==> config.mk <==
export PLATFORM = sky130hd
export DESIGN_NAME = mii_tx_framer
export DESIGN_NICKNAME = d
export VERILOG_FILES = /design/src/rtl/mii_tx_framer.sv
export SDC_FILE = /design/constraint.sdc
export NUM_CORES = 1
export LEC_CHECK = 0
export ABC_AREA = 1
export CORE_AREA = 2 2 156 158
export CTS_BUF_LIST = sky130_fd_sc_hd__clkbuf_8
export CTS_CLUSTER_DIAMETER = 60
export DETAILED_ROUTE_END_ITERATION = 7
export DIE_AREA = 0 0 158 160
export PLACE_DENSITY = 0.36
export SLEW_MARGIN = 15
export SYNTH_ARGS = -nofsm -noshare
export SYNTH_HDL_FRONTEND = slang
export SYNTH_SLANG_ARGS = --single-unit
==> constraint.sdc <==
create_clock -name clk -period 4.95 [get_ports clk]
set_clock_uncertainty 0.15 [all_clocks]
set_input_delay 1.2375 -clock clk [delete_from_list [all_inputs] [get_ports clk]]
set_output_delay 1.2375 -clock clk [all_outputs]
set_load 0.05 [all_outputs]
==> src/rtl/mii_tx_framer.sv <==
// mii_tx_framer: transmit-side MII framer.
// Pops payload bytes from a first-word-fall-through TX FIFO and sends an
// Ethernet frame as MII nibbles. The frame is preamble, SFD, payload, optional
// zero padding up to MIN_PAYLOAD bytes, and the CRC32 FCS. An inter-frame gap
// follows every frame. A FIFO underrun mid-frame raises TX_ER for one clock
// and drops the rest of that frame from the FIFO.
// Ports:
//   clk, rst_n         PHY tx clock; synchronous active-low reset
//   fifo_data/last     FIFO head byte and its end-of-frame flag
//   fifo_empty         FIFO empty
//   fifo_read          one-cycle pop of the FIFO head
//   phy_tx_en/txd/err  MII transmit pins
//   busy               framer not idle
//   frame_done         pulse after a completed frame's last FCS nibble
//   underrun           pulse when the FIFO runs dry mid-frame
// All outputs are registered, so the pins show the nibble chosen for the
// current state one clock later.
module mii_tx_framer #(
    parameter int MIN_PAYLOAD = 60,
    parameter bit PAD_EN      = 1'b1,
    parameter int IFG_NIBBLES = 24
) (
    input  logic       clk,
    input  logic       rst_n,
    input  logic [7:0] fifo_data,
    input  logic       fifo_last,
    input  logic       fifo_empty,
    output logic       fifo_read,
    output logic       phy_tx_en,
    output logic [3:0] phy_txd,
    output logic       phy_tx_err,
    output logic       busy,
    output logic       frame_done,
    output logic       underrun
);
    typedef enum logic [2:0] {
        ST_IDLE    = 3'd0,
        ST_PRE     = 3'd1,
        ST_SFD     = 3'd2,
        ST_DATA    = 3'd3,
        ST_PAD     = 3'd4,
        ST_FCS     = 3'd5,
        ST_IFG     = 3'd6,
        ST_DISCARD = 3'd7
    } state_t;

    // PRE sends 14 nibbles of 5. SFD then sends 5,D, so the wire carries 15 x 5 followed by D.
    localparam logic [7:0]  PRE_LAST  = 8'd13;
    // The IDLE state also shows one idle nibble, so IFG holds one clock less.
    localparam logic [7:0]  IFG_LAST  = 8'(IFG_NIBBLES - 2);
    localparam logic [15:0] MIN_BYTES = 16'(MIN_PAYLOAD);
    localparam logic [31:0] CRC_INIT  = 32'hFFFFFFFF;

    // Reflected CRC32 update over one nibble, LSB first.
    function automatic logic [31:0] crc_nib(input logic [31:0] crc, input logic [3:0] nib);
        logic [31:0] c;
        c = crc ^ {28'd0, nib};
        for (int i = 0; i < 4; i++) begin
            c = c[0] ? ((c >> 1) ^ 32'hEDB88320) : (c >> 1);
        end
        return c;
    endfunction

    state_t      state_r, state_s;
    logic [7:0]  cnt_r, cnt_s;
    logic        phase_r, phase_s;
    logic [7:0]  byte_r, byte_s;
    logic        last_r, last_s;
    logic [15:0] pay_cnt_r, pay_cnt_s;
    logic [31:0] crc_r, crc_s;
    logic        ok_r, ok_s;
    logic        tx_en_r, tx_en_s;
    logic [3:0]  txd_r, txd_s;
    logic        err_r, err_s;
    logic        read_r, read_s;
    logic        busy_r, busy_s;
    logic        done_r, done_s;
    logic        und_r, und_s;
    logic [31:0] fcs_s;

    // State, datapath and registered output flops.
    always_ff @(posedge clk) begin
        if (!rst_n) begin
            state_r   <= ST_IDLE;
            cnt_r     <= 8'd0;
            phase_r   <= 1'b0;
            byte_r    <= 8'd0;
            last_r    <= 1'b0;
            pay_cnt_r <= 16'd0;
            crc_r     <= CRC_INIT;
            ok_r      <= 1'b0;
            tx_en_r   <= 1'b0;
            txd_r     <= 4'd0;
            err_r     <= 1'b0;
            read_r    <= 1'b0;
            busy_r    <= 1'b0;
            done_r    <= 1'b0;
            und_r     <= 1'b0;
        end else begin
            state_r   <= state_s;
            cnt_r     <= cnt_s;
            phase_r   <= phase_s;
            byte_r    <= byte_s;
            last_r    <= last_s;
            pay_cnt_r <= pay_cnt_s;
            crc_r     <= crc_s;
            ok_r      <= ok_s;
            tx_en_r   <= tx_en_s;
            txd_r     <= txd_s;
            err_r     <= err_s;
            read_r    <= read_s;
            busy_r    <= busy_s;
            done_r    <= done_s;
            und_r     <= und_s;
        end
    end

    // Next-state, counter, byte latch and CRC update.
    always_comb begin
        state_s   = state_r;
        cnt_s     = cnt_r;
        phase_s   = phase_r;
        byte_s    = byte_r;
        last_s    = last_r;
        pay_cnt_s = pay_cnt_r;
        crc_s     = crc_r;
        ok_s      = ok_r;
        case (state_r)
            ST_IDLE: begin
                if (!fifo_empty) begin
                    state_s = ST_PRE;
                    cnt_s   = 8'd0;
                end else begin
                    state_s = ST_IDLE;
                end
            end
            ST_PRE: begin
                if (cnt_r == PRE_LAST) begin
                    state_s = ST_SFD;
                    cnt_s   = 8'd0;
                end else begin
                    cnt_s = cnt_r + 8'd1;
                end
            end
            ST_SFD: begin
                crc_s     = CRC_INIT;
                pay_cnt_s = 16'd0;
                last_s    = 1'b0;
                phase_s   = 1'b0;
                ok_s      = 1'b0;
                if (cnt_r == 8'd1) begin
                    state_s = ST_DATA;
                    cnt_s   = 8'd0;
                end else begin
                    cnt_s = cnt_r + 8'd1;
                end
            end
            ST_DATA: begin
                if (!phase_r) begin
                    if (fifo_empty) begin
                        // The frame's last byte is still in the FIFO unless it was already taken.
                        state_s = last_r ? ST_IFG : ST_DISCARD;
                        cnt_s   = 8'd0;
                        phase_s = 1'b0;
                    end else begin
                        byte_s    = fifo_data;
                        last_s    = fifo_last;
                        phase_s   = 1'b1;
                        pay_cnt_s = (pay_cnt_r < MIN_BYTES) ? (pay_cnt_r + 16'd1) : pay_cnt_r;
                        crc_s     = crc_nib(crc_r, fifo_data[3:0]);
                    end
                end else begin
                    crc_s   = crc_nib(crc_r, byte_r[7:4]);
                    phase_s = 1'b0;
                    if (last_r) begin
                        state_s = (PAD_EN && (pay_cnt_r < MIN_BYTES)) ? ST_PAD : ST_FCS;
                        cnt_s   = 8'd0;
                    end else begin
                        state_s = ST_DATA;
                    end
                end
            end
            ST_PAD: begin
                crc_s   = crc_nib(crc_r, 4'h0);
                phase_s = ~phase_r;
                if (phase_r) begin
                    pay_cnt_s = pay_cnt_r + 16'd1;
                    if ((pay_cnt_r + 16'd1) >= MIN_BYTES) begin
                        state_s = ST_FCS;
                        cnt_s   = 8'd0;
                    end else begin
                        state_s = ST_PAD;
                    end
                end else begin
                    state_s = ST_PAD;
                end
            end
            ST_FCS: begin
                if (cnt_r == 8'd7) begin
                    state_s = ST_IFG;
                    cnt_s   = 8'd0;
                    ok_s    = 1'b1;
                end else begin
                    cnt_s = cnt_r + 8'd1;
                end
            end
            ST_IFG: begin
                if (cnt_r == IFG_LAST) begin
                    state_s = ST_IDLE;
                    cnt_s   = 8'd0;
                end else begin
                    cnt_s = cnt_r + 8'd1;
                end
            end
            ST_DISCARD: begin
                // Pop on phase 0. Phase 1 waits for the registered pop to land, which exposes the next head.
                if (!phase_r) begin
                    if (!fifo_empty) begin
                        if (fifo_last) begin
                            state_s = ST_IFG;
                            cnt_s   = 8'd0;
                            phase_s = 1'b0;
                        end else begin
                            phase_s = 1'b1;
                        end
                    end else begin
                        phase_s = 1'b0;
                    end
                end else begin
                    phase_s = 1'b0;
                end
            end
            default: begin
                state_s = ST_IDLE;
            end
        endcase
    end

    // Output decode; these values reach the pins on the next edge.
    always_comb begin
        tx_en_s = 1'b0;
        txd_s   = 4'h0;
        err_s   = 1'b0;
        read_s  = 1'b0;
        done_s  = 1'b0;
        und_s   = 1'b0;
        fcs_s   = ~crc_r;
        busy_s  = (state_s != ST_IDLE);
        case (state_r)
            ST_IDLE: begin
                tx_en_s = 1'b0;
            end
            ST_PRE: begin
                tx_en_s = 1'b1;
                txd_s   = 4'h5;
            end
            ST_SFD: begin
                tx_en_s = 1'b1;
                txd_s   = (cnt_r == 8'd0) ? 4'h5 : 4'hD;
            end
            ST_DATA: begin
                tx_en_s = 1'b1;
                if (!phase_r) begin
                    if (fifo_empty) begin
                        err_s = 1'b1;
                        und_s = 1'b1;
                    end else begin
                        txd_s  = fifo_data[3:0];
                        read_s = 1'b1;
                    end
                end else begin
                    txd_s = byte_r[7:4];
                end
            end
            ST_PAD: begin
                tx_en_s = 1'b1;
            end
            ST_FCS: begin
                tx_en_s = 1'b1;
                txd_s   = fcs_s[{cnt_r[2:0], 2'b00} +: 4];
            end
            ST_IFG: begin
                done_s = (cnt_r == 8'd0) && ok_r;
            end
            ST_DISCARD: begin
                read_s = !phase_r && !fifo_empty;
            end
            default: begin
                tx_en_s = 1'b0;
            end
        endcase
    end

    assign fifo_read  = read_r;
    assign phy_tx_en  = tx_en_r;
    assign phy_txd    = txd_r;
    assign phy_tx_err = err_r;
    assign busy       = busy_r;
    assign frame_done = done_r;
    assign underrun   = und_r;

endmodule

==> implementation parameters <==
Parameter                              Value

Critical path
  CP required ... between 5000 and 6000 ps
  R2r setup slk ... 1950 ps
  Endpoint class of the critical path ... register
  Launch instance of the worst register-to-register path ... cnt_r[0]
  Endpoint of the most critical register-to-register path ... cnt_r[0]
  Data arrival, critical path ... 3310 ps
  Peak fanout along the critical path ... 17
  Worst Path Class, Setup ... input pin to register
  R2R cell count ... 11
  CP Launch Type ... input pin

Synthesis
  Share of flip-flops with an asynchronous set or reset ... 0%
  Post-synthesis mux area share ... 0%
  Mapped cell area ... just under 6000 µm²
  Flip-flop and latch count after synthesis ... 75
  Dominant combinational cell family by area after synthesis ... simple AND/OR/NAND/NOR gates
  Net Count, Synth ... ~970
  Number of enable flip-flop cells after synthesis ... 0
  Area fraction in compound gates after synthesis ... roughly a fifth
  Prevailing post-synth register cell ... sky130_fd_sc_hd__dfxtp_1
  Count of distinct cell types in the synthesized netlist ... 42
  Syn Area/Cell ... between 6 and 7 µm²
  Post-Synth Adder-Cell Area ... between 1.5 and 2%
  Share of synthesized cell area in and, or, nand and nor gates ... about 34%
  Gate Count Post-Synth ... roughly 950
  Share of synthesized area occupied by flip-flops and latches ... between 20% and 30%
  Total of warnings raised by yosys ... 0
  Xor and xnor area share after synthesis ... roughly 8.5%

Pwr
  Worst IR Drop VDD ... ~0.090 mV
  Power density normalized to cell area ... approximately 220 nW/µm²
  Leakage power summed over all cells ... between 2 and 3 nW

Finish
  Number of nets in the layout ... a little under 1000
  Antenna Diode Count ... 0
  Final instance area ... approximately 6600 µm²
  Layout overhead on the synthesized area ... 13.72%
  Fraction of layout cells with a size suffix above 1 ... under 10%
  Final core occ ... approximately 28%

STA
  Crit path time final ... between 3000 and 4000 ps
  Total count of hold-check failures in the final report ... 0
  Final setup TNS ... 0 ps
  Final Slew Violations ... 0
  Worst-case headroom to the max-slew limit ... a little under 40%
  Transition time at the pin with the least slew margin ... 906.9 ps
  Post-route fraction of the period consumed by the critical path ... a little under two thirds
  Maximum clock frequency ... approximately 320 MHz
  Setup repair after global routing missed its margin ... false
  Number of failing setup endpoints in the final timing report ... 0
  Final critical-path setup slack ... between 1500 and 2000 ps

Floorplan
  Chip Height ... 160 µm
  DIE WIDTH ... around 160 µm
  IO Count ... 22
  Die Area ... 25280 µm²
  Standard-cell rows ... 57
  Initial core utilization ... roughly a quarter
  Area of the placeable core ... between 20000 and 25000 µm²

Clock tree
  Deepest level of the CTS H-tree ... 3
  Setup bufs post-CTS ... 0
  Number of instances resized during post-cts repair ... 0
  TritonCTS clock tree ... built
  Sink count of the clock tree ... 75
  Post-cts hold buffer count ... 0
  Clock tree root buffer cell ... sky130_fd_sc_hd__clkbuf_8
  CTS clock-pin slew for the worst setup and hold paths ... about 110 ps
  Clk buf depth ... 2
  Clock latency on the worst-skew pair ... around 390 ps
  Inserted Clock Buffers ... 9

GRT
  Via count of the first global-routing pass ... 5904
  Maximum number of pins on one net before global-route repair ... 39
  First-pass GRT wire length ... around 35000 µm
  Overflow left after global routing ... 0
  GRT Resource Usage Total ... between 15 and 20%
  Initial antenna violation count ... 0

Placement
  Half-perimeter wire length after placement ... 16400 µm
  Worst-case setup slack after placement ... about 1400 ps
  Routability Congestion ... 0.7950
  PortBufs ... 21
  Total placed instance area ... 6365 µm²

Detailed routing
  Wire length per cell ... around 17 µm
  Pre-antenna DRT Iters ... 5
  Vias ... 6094
  DRT Wirelength ... 22380 µm
  DRC violation count after routing ... 0
  Detailed-route vias per instance ... ~4.7
  Initial detailed-routing violation count ... 363
  Residual antenna-violating net count after detailed routing ... 0

Worst hold path
  Startpoint of the lowest-slack hold path ... ok_r
  Hold Crit Depth ... 2
  Worst hold-check path type ... register to register
  Endpoint of the worst hold path ... ok_r

Outcome
  Result of the run ... finished, final reports clean

Flow run
  Max-Cap Viols ... 0
[cells by family after synthesis]
kind of cell	after synthesis
AO/OA/AOI/OAI	213
buffers and inverters	144
adder cells (fa/ha/maj)	9
XOR/XNOR	52
flip-flops	75
AND/OR/NAND/NOR	459
[through the flow]
stage	hold WS (ps)	power (mW)	cells
4_1_cts	325.4	1.464	1287
3_3_place_gp	306.2	0.7847	1272
6_report	325.1	1.438	1287
5_1_grt	345.9	1.501	1287
3_5_place_dp	307.8	0.7825	1272
2_1_floorplan	289.1	0.7307	952
[layer usage]
layer	global-route usage [%]	vias to the layer above	routed length, µm
met3	1.872	21	842
met4	5.160	0	386
met5	0	-	0
met1	26.28	2819	11240
met2	28.68	121	9917
li1	-	3133	-
[cell usage after synthesis, drive strengths merged (6+ instances only)]
cell type / count / share of area [%]
dfxtp: 75 / 26
nand2: 238 / 16
nor3: 6 / 0.52
xor2: 39 / 6.0
ha: 9 / 1.9
buf: 19 / 1.8
o211ai: 7 / 0.90
a21oi: 84 / 7.2
inv: 103 / 6.6
o22ai: 6 / 0.64
o21ai: 96 / 8.2
nand3: 96 / 8.5
nand4: 10 / 1.1
nor2: 98 / 6.9
or2: 6 / 0.64
xnor2: 13 / 2.5
clkbuf: 20 / 1.3
[report_power, final]
group | internal (mW) | switching [mW]
combinational | 0.0511 | 0.0979
clock | 0.386 | 0.283
sequential | 0.609 | 0.0108
total | 1.05 | 0.391
[area by class of cell]
| cell class | count | area (µm²) |
|---|---|---|
| tap | 324 | 405.4 |
| sequential | 75 | 1501 |
| inverter | 105 | 394.1 |
| fill | 2777 | 17190 |
| multi-input combinational | 733 | 3749 |
| clock inverter | 6 | 137.6 |
| timing repair buffer | 35 | 315.3 |
| clock buffer | 9 | 123.9 |
[flip-flops by register name, summed over array words and instances (netlist names)]
name and count:
last_r 1, byte_r 4, frame_done 1, pay_cnt_r 16, ok_r 1, cnt_r 8, fifo_read 1, crc_r 32
busy 1, phy_txd 4, underrun 1, phy_tx_en 1, state_r 3, phase_r 1
[worst max-delay path: stages]
cell and delay (ps):
sky130_fd_sc_hd__clkdlybuf4s50_1 490, sky130_fd_sc_hd__nor2_1 360, sky130_fd_sc_hd__o21ai_0 160, sky130_fd_sc_hd__nor2_1 110, sky130_fd_sc_hd__nand2_1 100, sky130_fd_sc_hd__buf_4 220, sky130_fd_sc_hd__nor2_2 190, sky130_fd_sc_hd__buf_4 210
sky130_fd_sc_hd__nand3_1 80, sky130_fd_sc_hd__a21oi_1 120
[worst max-delay path by stage]
stage                       from      endpoint  slack (ps)  cells after the start
floorplan           fifo_data[0]     crc_r[27]        2420                      9
global placement      fifo_empty      cnt_r[0]        1430                     10
detailed placement    fifo_empty  pay_cnt_r[5]        1400                     10
CTS                   fifo_empty  pay_cnt_r[2]        1790                     10
global route          fifo_empty     crc_r[15]        1560                     11
finish                fifo_empty  pay_cnt_r[5]        1800                     10
[cell usage in the layout, fill, tap and decap left out, types with 6 or more instances in the layout]
cell type,n
sky130_fd_sc_hd__inv_2,6
sky130_fd_sc_hd__ha_1,9
sky130_fd_sc_hd__clkbuf_8,9
sky130_fd_sc_hd__or2_2,6
sky130_fd_sc_hd__nor3_1,6
sky130_fd_sc_hd__nand4_1,10
sky130_fd_sc_hd__xor2_1,38
sky130_fd_sc_hd__buf_4,14
sky130_fd_sc_hd__nand2_2,7
sky130_fd_sc_hd__nand3_1,95
sky130_fd_sc_hd__o21ai_1,6
sky130_fd_sc_hd__clkdlybuf4s50_1,21
sky130_fd_sc_hd__nand2_1,230
sky130_fd_sc_hd__dfxtp_1,75
sky130_fd_sc_hd__nor2_1,91
sky130_fd_sc_hd__inv_1,97
sky130_fd_sc_hd__a21oi_1,84
sky130_fd_sc_hd__o21ai_0,90
sky130_fd_sc_hd__o211ai_1,7
sky130_fd_sc_hd__o22ai_1,6
sky130_fd_sc_hd__xnor2_1,10
No activity file was read; power rests on OpenSTA's default activity.
